<file path="src/rtl/adxl362_spi_master_pkg.sv">
// Shared constants for the ADXL362 SPI master: opcodes, user command encodings,
// FSM state encodings and the handful of ADXL362 register addresses in use.
package adxl362_spi_master_pkg;

   localparam logic [7:0] ADXL362_CMD_WRITE = 8'h0A;
   localparam logic [7:0] ADXL362_CMD_READ  = 8'h0B;
   localparam logic [7:0] ADXL362_CMD_FIFO  = 8'h0D;

   localparam logic [1:0] CMD_REG_WRITE = 2'd0;
   localparam logic [1:0] CMD_REG_READ  = 2'd1;
   localparam logic [1:0] CMD_FIFO_READ = 2'd2;
   localparam logic [1:0] CMD_RESERVED  = 2'd3;

   localparam logic [1:0] ST_IDLE  = 2'd0;
   localparam logic [1:0] ST_SHIFT = 2'd1;
   localparam logic [1:0] ST_HOLD  = 2'd2;
   localparam logic [1:0] ST_GAP   = 2'd3;

   localparam logic [7:0] ADXL362_REG_DEVID_AD   = 8'h00;
   localparam logic [7:0] ADXL362_REG_FILTER_CTL = 8'h2C;
   localparam logic [7:0] ADXL362_REG_POWER_CTL  = 8'h2D;

   function automatic logic [7:0] cmd_opcode(input logic [1:0] c);
      case (c)
         CMD_REG_READ:  cmd_opcode = ADXL362_CMD_READ;
         CMD_FIFO_READ: cmd_opcode = ADXL362_CMD_FIFO;
         default:       cmd_opcode = ADXL362_CMD_WRITE;
      endcase
   endfunction

endpackage

</file>
<file path="src/rtl/adxl362_spi_shift8.sv">
// 8-bit MSB-first SPI shifter: parallel load, shift out on SCLK fall,
// sample MISO on SCLK rise, with a 3-bit bit counter flagging the last bit.
module adxl362_spi_shift8
   import adxl362_spi_master_pkg::*;
(
   input  logic       clk,
   input  logic       rst_n,
   input  logic       load_i,
   input  logic [7:0] load_data_i,
   input  logic       shift_i,
   input  logic       sample_i,
   input  logic       miso_i,
   output logic       mosi_o,
   output logic [7:0] rx_byte_o,
   output logic       byte_done_o
);

   logic [7:0] tx_q, tx_d;
   logic [7:0] rx_q, rx_d;
   logic [2:0] bit_q, bit_d;

   always_comb begin
      tx_d  = tx_q;
      rx_d  = rx_q;
      bit_d = bit_q;
      if (load_i) begin
         tx_d  = load_data_i;
         bit_d = 3'd0;
      end else if (shift_i) begin
         tx_d  = {tx_q[6:0], 1'b0};
         bit_d = bit_q + 3'd1;
      end
      if (sample_i) begin
         rx_d = {rx_q[6:0], miso_i};
      end
   end

   always_ff @(posedge clk or negedge rst_n) begin
      if (!rst_n) begin
         tx_q  <= 8'h00;
         rx_q  <= 8'h00;
         bit_q <= 3'd0;
      end else begin
         tx_q  <= tx_d;
         rx_q  <= rx_d;
         bit_q <= bit_d;
      end
   end

   assign mosi_o      = tx_q[7];
   assign rx_byte_o   = rx_q;
   assign byte_done_o = (bit_q == 3'd7);

endmodule

</file>
<file path="src/rtl/adxl362_spi_master.sv">
// ADXL362 SPI master (mode 0): turns a one-cycle request into a complete
// command/address/burst frame, pulling write bytes and returning read bytes.
module adxl362_spi_master
   import adxl362_spi_master_pkg::*;
#(
   parameter int CLK_DIV = 4,
   parameter int LEN_W   = 4
) (
   input  logic             clk,
   input  logic             rst,
   input  logic             start,
   input  logic [1:0]       cmd,
   input  logic [7:0]       address,
   input  logic [LEN_W-1:0] length,
   input  logic [7:0]       wr_data,
   output logic             wr_ack,
   output logic [7:0]       rd_data,
   output logic             rd_valid,
   output logic             busy,
   output logic             done,
   output logic             SCLK,
   output logic             MOSI,
   output logic             nCS,
   input  logic             MISO
);

   localparam int                 CNT_W    = $clog2(CLK_DIV);
   localparam logic [CNT_W-1:0]   CNT_LAST = CNT_W'(CLK_DIV - 1);
   localparam int                 BYTE_W   = LEN_W + 1;

   logic [1:0]        state_q, state_d;
   logic [CNT_W-1:0]  cnt_q, cnt_d;
   logic              sclk_q, sclk_d;
   logic              ncs_q, ncs_d;
   logic              done_q, done_d;
   logic              rd_valid_q, rd_valid_d;
   logic [7:0]        rd_data_q, rd_data_d;
   logic [1:0]        cmd_q, cmd_d;
   logic [7:0]        addr_q, addr_d;
   logic [BYTE_W-1:0] byte_q, byte_d;
   logic [BYTE_W-1:0] last_q, last_d;

   logic              half_end, in_shift, rise, fall, byte_end, last_byte;
   logic              is_write, cur_is_data, next_is_data, accept;
   logic [BYTE_W-1:0] hdr_bytes, next_byte, len_ext;
   logic              sh_load, sh_shift, sh_byte_done, sh_mosi;
   logic [7:0]        sh_load_data, sh_rx;

   assign half_end     = (cnt_q == CNT_LAST);
   assign in_shift     = (state_q == ST_SHIFT);
   assign rise         = in_shift & ~sclk_q & half_end;
   assign fall         = in_shift & sclk_q & half_end;
   assign byte_end     = fall & sh_byte_done;
   assign last_byte    = (byte_q == last_q);
   assign is_write     = (cmd_q == CMD_REG_WRITE);
   assign hdr_bytes    = (cmd_q == CMD_FIFO_READ) ? BYTE_W'(1) : BYTE_W'(2);
   assign next_byte    = byte_q + BYTE_W'(1);
   assign cur_is_data  = (byte_q >= hdr_bytes);
   assign next_is_data = (next_byte >= hdr_bytes);
   assign accept       = (state_q == ST_IDLE) & start & (cmd != CMD_RESERVED);
   assign len_ext      = (length == '0) ? BYTE_W'(1) : {1'b0, length};

   // A write byte is consumed on the same edge it is loaded into the shifter.
   assign wr_ack = byte_end & ~last_byte & is_write & next_is_data;

   always_comb begin
      sh_load_data = 8'h00;
      if (accept) begin
         sh_load_data = cmd_opcode(cmd);
      end else if (!last_byte) begin
         if (!next_is_data)  sh_load_data = addr_q;
         else if (is_write)  sh_load_data = wr_data;
      end
   end

   assign sh_load  = accept | byte_end;
   assign sh_shift = fall & ~sh_byte_done;

   adxl362_spi_shift8 u_shift8 (
      .clk         (clk),
      .rst_n       (rst),
      .load_i      (sh_load),
      .load_data_i (sh_load_data),
      .shift_i     (sh_shift),
      .sample_i    (rise),
      .miso_i      (MISO),
      .mosi_o      (sh_mosi),
      .rx_byte_o   (sh_rx),
      .byte_done_o (sh_byte_done)
   );

   // The 8th bit of a byte is in the shifter during the first SCLK-high cycle.
   assign rd_valid_d = in_shift & sclk_q & (cnt_q == '0) & sh_byte_done
                       & cur_is_data & ~is_write;
   assign rd_data_d  = rd_valid_d ? sh_rx : rd_data_q;

   always_comb begin
      state_d = state_q;
      cnt_d   = cnt_q;
      sclk_d  = sclk_q;
      ncs_d   = ncs_q;
      done_d  = 1'b0;
      cmd_d   = cmd_q;
      addr_d  = addr_q;
      byte_d  = byte_q;
      last_d  = last_q;
      case (state_q)
         ST_IDLE: begin
            if (accept) begin
               state_d = ST_SHIFT;
               ncs_d   = 1'b0;
               sclk_d  = 1'b0;
               cnt_d   = '0;
               byte_d  = '0;
               cmd_d   = cmd;
               addr_d  = address;
               last_d  = (cmd == CMD_FIFO_READ) ? len_ext : len_ext + BYTE_W'(1);
            end
         end
         ST_SHIFT: begin
            cnt_d = half_end ? '0 : cnt_q + CNT_W'(1);
            if (half_end) sclk_d = ~sclk_q;
            if (byte_end) begin
               if (last_byte) state_d = ST_HOLD;
               else           byte_d  = next_byte;
            end
         end
         ST_HOLD: begin
            cnt_d = half_end ? '0 : cnt_q + CNT_W'(1);
            if (half_end) begin
               ncs_d   = 1'b1;
               state_d = ST_GAP;
            end
         end
         default: begin
            cnt_d = half_end ? '0 : cnt_q + CNT_W'(1);
            if (half_end) begin
               state_d = ST_IDLE;
               done_d  = 1'b1;
            end
         end
      endcase
   end

   always_ff @(posedge clk or negedge rst) begin
      if (!rst) begin
         state_q    <= ST_IDLE;
         cnt_q      <= '0;
         sclk_q     <= 1'b0;
         ncs_q      <= 1'b1;
         done_q     <= 1'b0;
         rd_valid_q <= 1'b0;
         rd_data_q  <= 8'h00;
         cmd_q      <= CMD_REG_WRITE;
         addr_q     <= 8'h00;
         byte_q     <= '0;
         last_q     <= '0;
      end else begin
         state_q    <= state_d;
         cnt_q      <= cnt_d;
         sclk_q     <= sclk_d;
         ncs_q      <= ncs_d;
         done_q     <= done_d;
         rd_valid_q <= rd_valid_d;
         rd_data_q  <= rd_data_d;
         cmd_q      <= cmd_d;
         addr_q     <= addr_d;
         byte_q     <= byte_d;
         last_q     <= last_d;
      end
   end

   assign busy     = (state_q != ST_IDLE);
   assign done     = done_q;
   assign rd_valid = rd_valid_q;
   assign rd_data  = rd_data_q;
   assign SCLK     = sclk_q;
   assign nCS      = ncs_q;
   assign MOSI     = sh_mosi;

endmodule

</file>
<file path="config.mk">
export PLATFORM = sky130hd
export DESIGN_NAME = adxl362_spi_master
export DESIGN_NICKNAME = d
export VERILOG_FILES = /design/src/rtl/adxl362_spi_master_pkg.sv /design/src/rtl/adxl362_spi_shift8.sv /design/src/rtl/adxl362_spi_master.sv
export SDC_FILE = /design/constraint.sdc
export NUM_CORES = 1
export LEC_CHECK = 0
export BUFFER_PORTS_ARGS = -buffer_cell sky130_fd_sc_hd__buf_2
export CAP_MARGIN = 20
export CORE_ASPECT_RATIO = 1.4
export CORE_MARGIN = 4
export CORE_UTILIZATION = 35
export CTS_BUF_LIST = sky130_fd_sc_hd__clkbuf_8
export CTS_CLUSTER_SIZE = 16
export DETAILED_ROUTE_END_ITERATION = 7
export PLACE_DENSITY_LB_ADDON = 0.1
export SYNTH_ARGS = -nofsm -noshare
export SYNTH_HDL_FRONTEND = slang
export SYNTH_SLANG_ARGS = --single-unit
export TNS_END_PERCENT = 1
</file>
<file path="constraint.sdc">
create_clock -name clk -period 2.2 [get_ports clk]
set_clock_uncertainty 0.15 [all_clocks]
set_input_delay 0.22 -clock clk [delete_from_list [all_inputs] [get_ports clk]]
set_output_delay 0.22 -clock clk [all_outputs]
set_load 0.05 [all_outputs]
</file>
## Word level (Yosys, flattened, before mapping)

Cells that the tools add are included.

| storage, ports and cells | value |
|---|---|
| flip-flop bits (word level) | 55 |
| input bits | 26 |
| output and inout port bits | 15 |
| logic and storage cells | 102 |

| operators by class | value |
|---|---|
| add/subtract/negate cells | 4 |
| $lt $le $gt $ge | 2 |
| eq/ne operators | 15 |
| mux-type cells | 32 |
| bitwise gates (word level) | 20 |
| reduce and logical (&&, ||, !) cells | 15 |

Operators by type and width:

| operator | count |
|---|---|
| 8-bit 2-to-1 mux | 6 |
| 5-bit 2-to-1 mux | 4 |
| 2-bit 2-to-1 mux | 9 |
| 1-bit bitwise AND | 15 |
| 5-bit by 2-bit greater-or-equal comparator with 1-bit output | 2 |
| 2-bit != test, second input constant | 5 |
| 5-bit case mux with 2 select lines | 1 |
| 2-bit equality test, second input constant | 4 |
| 2-bit nonzero test | 4 |
| 2-bit zero test | 3 |
| 3-bit 2-to-1 mux | 2 |
| 2-bit case mux with 3 select lines | 1 |
| 3-bit case mux with 2 select lines | 1 |
| 3-bit AND reduction | 2 |
| 4-bit by 1-bit adder with 5-bit output, second input constant | 1 |
| 5-bit by 1-bit adder with 5-bit output, second input constant | 1 |
| 5-bit equality test | 1 |
| 1-bit 2-to-1 mux | 5 |
| 5-bit AND reduction | 1 |
| 2-bit by 1-bit equality test with 1-bit output, second input constant | 2 |
| 4-bit zero test | 1 |
| 4-bit 2-to-1 mux | 1 |
| 2-bit by 1-bit != test with 1-bit output, second input constant | 2 |
| 1-bit inverter | 4 |
| 9 further kinds | 10 |

## Logic depth before layout (Yosys ltp)

| depth | value |
|---|---|
| word-level depth | 7 |
| depth in mapped cells | 8 |
| depth with buffers taken out | 7 |

## Cells and area by module

A second synthesis with hierarchy kept.

| unflattened totals | value |
|---|---|
| cells, all modules | 268 |
| area, all modules | 2887.8 um^2 |

By module, submodules not included:

| module | instances | cells each | area an instance (um^2) | seq. area each (um^2) |
|---|---|---|---|---|
| adxl362_spi_master | 1 | 206 | 2084.5 | 902.1 |
| adxl362_spi_shift8 | 1 | 62 | 803.3 | 475.5 |

## Worst setup path after synthesis

Ideal clock, no wire load.

| path | value |
|---|---|
| path type | register to output |
| start | reg byte_q[0] |
| end | out wr_ack |
| arrival | 1.934 ns |
| required time | 1.830 ns |
| path slack | -0.104 ns |
| stages on the path, launching flop included | 6 |
| buffers on the path | 0 |
| path through | dfrtp_1 ha_1 ha_1 a211oi_4 nand2_2 and3_1 |

| on the way | value |
|---|---|
| cells in the longest elaborated chain, start to end | 5 |
| elaborated cells between the ends (all ways) | 7 |
| classes of those cells | 1 x add/sub; 1 x order compare; 1 x eq/ne; 4 x bitwise |

RTL lines:

| item | line | source |
|---|---|---|
| start: declaration | adxl362_spi_master.sv:40 | `logic [BYTE_W-1:0] byte_q, byte_d;` |
| start signal: assignment | adxl362_spi_master.sv:168 | `byte_q <= byte_d;` |
| parallel branches: the longest is 4 deep, another holds 5-bit by 1-bit adder with 5-bit output | n/a |  |
| 1-bit bitwise AND * | adxl362_spi_master.sv:64 | `assign wr_ack = byte_end & ~last_byte & is_write & next_is_data;` |
| end: declaration | adxl362_spi_master.sv:16 | `output logic wr_ack,` |

Mark *: on every way between the ends.

## Worst setup path after layout

Ends and elaborated chain as after synthesis.

==> impl.org <==
** Setup path
- Among all stages on the critical path, the largest delay is contributed by dfrtp_1.
- Reg2Reg Setup Slack :: -0.02 ns
- Data arrival at the endpoint of the critical path :: 1.90 ns
- Worst path bufs/invs :: 3
- End of the worst register-to-register path :: rd_data[0]$_DFFE_PN0P_
- Critical path class :: flip-flop to output pin
- Critical path cell sequence :: buf_4 > buf_4 > xnor2_2 > and3_4 > a21oi_2 > and3_4 > buf_8
- CP startpoint kind :: flip-flop
- For this run, the slowest stage of the critical path takes 0.42 ns.
- Endpoint type of the worst setup path :: output pin
- Among cell families on the critical path, the largest total delay comes from buffers and inverters.
- The number of cells on the worst reg-to-reg path is 8.
- At the worst endpoint, the required time is 1.83 ns.
- The startpoint identified for the worst register-to-register timing path is byte_q[0]$_DFFE_PN0P_.
- Largest fanout on the critical path :: 5

** Drt
- Number of nets still failing antenna checks after routing :: 0
- Wires add up to 7.46 mm.
- Via-per-instance ratio :: between 5 and 6
- Mean routed wirelength per cell :: 15.1 um
- The first detailed-routing pass took 4 iterations.
- The first routing iteration left 123 violations.
- Drc violations :: 0
- Detailed routing inserted a total of 2538 vias.

** STA
- Setup repair after global routing could not meet its margin everywhere.
- Pins over their slew limit :: 0
- In the finished design, the share of the clock period the worst path needs comes to 1.03.
- Final hold violation count :: 0
- Final number of setup-violating endpoints :: 9
- Upper clock frequency limit :: around 440 MHz
- Setup slack on the critical path of the routed design comes to -0.0748 ns.
- Final critical path time including I/O delays and setup :: ~2.3 ns
- Worst slew pin tran :: 0.470 ns
- Worst max-slew margin expressed relative to the limit :: 0.687

** Hold path
- The worst hold path belongs to the class primary input to flip-flop.
- Terminating pin of the worst hold path :: last_q[4]$_DFFE_PN0P_
- Counting instances, the worst hold path has a depth of 3.
- The worst hold path begins at length[3].

** Final layout
- Total inserted antenna cells :: 0
- The finished layout holds 495 standard cells, fillers aside.
- Nets :: 431
- Share of cells above drive strength 1 :: 0.308
- Compared with the post-synthesis result, the final layout area differs by 27.2%.

** Floorplanning
- The initial utilization of the core area, before any placement, comes to 0.360.
- Die width :: 87.8 um
- Area of the die :: 0.0105 mm2
- Top Ports :: 41
- Floorplan die height :: 120 um
- Number of rows created at floorplan :: 40
- Core Region :: 0.00866 mm2

** Yosys
- Counting flops with an async set or reset pin after synthesis yields a share of 1.00.
- Synthesis handed over a netlist of 312 instances.
- In this run, synthesis inferred 0 flip-flops with an integrated enable.
- Sequential cell area fraction in the yosys report :: 0.442
- Averaged over all synthesized cells, the footprint is 9.99 um2.
- Post-synthesis instance area :: 0.00312 mm2
- Yosys mapped the design onto 56 distinct sky130hd cell types.
- Yosys Warn Count :: 0
- In the synthesized netlist the dominant register cell turns out to be dfrtp_1.
- Number of storage elements in the synthesis netlist :: 55
- Area fraction of the dominant cell type after synthesis :: 0.433
- Top cell type by total area after synthesis :: dfrtp_1
- Syn Nets :: 354
- Sorting the synthesized cells by area gives the leading types as dfrtp_1, ha_1, nand2_1, mux2_4, mux2i_1.

** Power and ir drop
- Power spread over the standard cell area amounts to around 1200 mW/mm2.
- Static Leak :: 1.95 nW
- Across the VDD grid, the largest voltage drop is 0.000488 V.

** Clock tree
- Buffers inserted during clock tree synthesis total 5.
- Level count of the clock H-tree :: 2
- Clk root buf :: clkbuf_8
- The longest clock path from root to sink contains 2 buffers.
- Clock latency on the worst-skew pair :: 0.32 ns
- After clock tree synthesis, the clock-pin slew on the worst setup and hold paths is about 0.1 ns.
- CTS tree :: built
- Number of clock sinks seen by CTS :: 55

** Run status
- Run status :: complete, but fails checks
- The checks that failed: setup timing.

** Placed design
- Before CTS, the worst setup slack after placement is -0.00334 ns.
- Final Wtd Congestion :: between 0.8 and 0.9
- In this run, placement finished with an instance count of 472.
- Total of buffers placed on input and output ports :: 40
- After legalization and detailed placement, the total HPWL measured 5.65 mm.

** GRT
- For this run, the total global-route usage over all layers was measured as 0.156.
- The initial antenna violation count was 0.
- Number of global-route vias before repair :: roughly 2600
- For this run the aggregate overflow at the end of global routing stands at 0.
- Entering global routing, the biggest net connects 25 pins.
- First-pass GRT wire length :: between 10 and 15 mm

** Flow run
- The tool flagged a number of max-cap violations equal to 0.
cell families after synthesis:
family | Yosys count | share of synthesized area
adders and majority gates | 16 | 0.0642
AOI/OAI and AO/OA | 69 | 0.161
DFF | 55 | 0.442
buffers and inverters | 23 | 0.0325
muxes | 26 | 0.0999
and+or+nand+nor | 113 | 0.172
xor gates and xnor gates | 10 | 0.0281
tightest hold or removal path: stages:
cell,delay (ns)
buf_2,0.12
nand2_1,0.05
o21ai_0,0.06
stage by stage:
stage                util  setup TNS [ns]  area, um2  power [mW]  hold WS, ns
floorplan               -         -0.0808       3120        2.99       -0.226
global placement    0.418               0       3620        3.70       0.0587
detailed placement  0.418        -0.00645       3620        3.72       0.0561
CTS                 0.452          -0.822       3920        4.53       0.0132
global route        0.458          -0.913       3970        4.98       0.0369
finish              0.458          -0.204       3970        4.60       0.0224
report_power, final:
group	switching, mW	total, mW	internal (mW)
Sequential	0.248	1.58	1.33
Combinational	1.27	2.43	1.16
Clock	0.333	0.583	0.250
Total	1.85	4.60	2.75
layout make-up:
type | count | area (um2)
multi-input combinational | 234 | 1740
clock buffer | 6 | 82.6
tap | 105 | 131
fill | 855 | 4690
inverter | 11 | 41.3
timing repair buffer | 82 | 589
sequential | 55 | 1380
clock inverter | 2 | 8.76
state kept, by name, summed over array words and instances, names as in the netlist, 2 cells and up:
signal              count
addr_q                  8
byte_q                  5
cmd_q                   2
cnt_q                   2
last_q                  5
rd_data                 8
state_q                 2
u_shift8.bit_q          3
u_shift8.rx_byte_o      8
u_shift8.tx_q           8
routing by layer:
layer	track usage	wire length, um	vias to the layer above
li1	-	-	1264
met1	0.191	3120	1202
met2	0.276	3970	64
met5	0	0	-
met4	0.0441	105	0
met3	0.0261	266	8
cells in the mapped netlist, drive strengths merged (6+ instances only):
master / number
nand3: 11
buf: 7
nand2: 53
ha: 16
inv: 11
o21ai: 11
a21oi: 18
and3: 6
nor2: 14
mux2i: 9
nor3: 7
dfrtp: 54
a211oi: 8
and2: 8
mux2: 17
placed cells by master (no fill, tap or decap), types with 4 or more instances in the layout:
master and count:
a211oi_1 4, a21oi_1 17, a31oi_1 5, and2_1 7, buf_2 39, buf_4 26
clkbuf_8 6, dfrtp_1 54, dlygate4sd3_1 11, ha_1 12, ha_4 4, inv_1 11
mux2_2 8, mux2_4 8, mux2i_1 9, nand2_1 51, nand3_1 10, nor2_1 13
nor3_1 6, o21ai_0 10, xnor2_1 4, xor2_1 5
how the worst max path moves through the flow:
stage / slack (ns) / cells past startpoint / startpoint / endpoint
finish: -0.07 / 7 / byte_q[0]$_DFFE_PN0P_ / wr_ack
global route: -0.17 / 8 / cmd_q[0]$_DFFE_PN0P_ / wr_ack
CTS: -0.10 / 7 / cmd_q[0]$_DFFE_PN0P_ / wr_ack
detailed placement: -0.003 / 7 / cmd_q[1]$_DFFE_PN0P_ / rd_data[0]$_DFFE_PN0P_
global placement: 0.004 / 7 / cmd_q[0]$_DFFE_PN0P_ / rd_data[0]$_DFFE_PN0P_
floorplan: -0.01 / 7 / cmd_q[0]$_DFFE_PN0P_ / rd_data[0]$_DFFE_PN0P_
repair_timing:
action                                 4_1_cts  5_1_grt
resized for setup                           12       11
hold buffers                                11        0
setup endpoints to repair                   14       20
pin swaps                                    5        8
endpoints found under the hold margin       29        0
buffers inserted                             3        1
No activity file was read; power rests on OpenSTA's default activity.
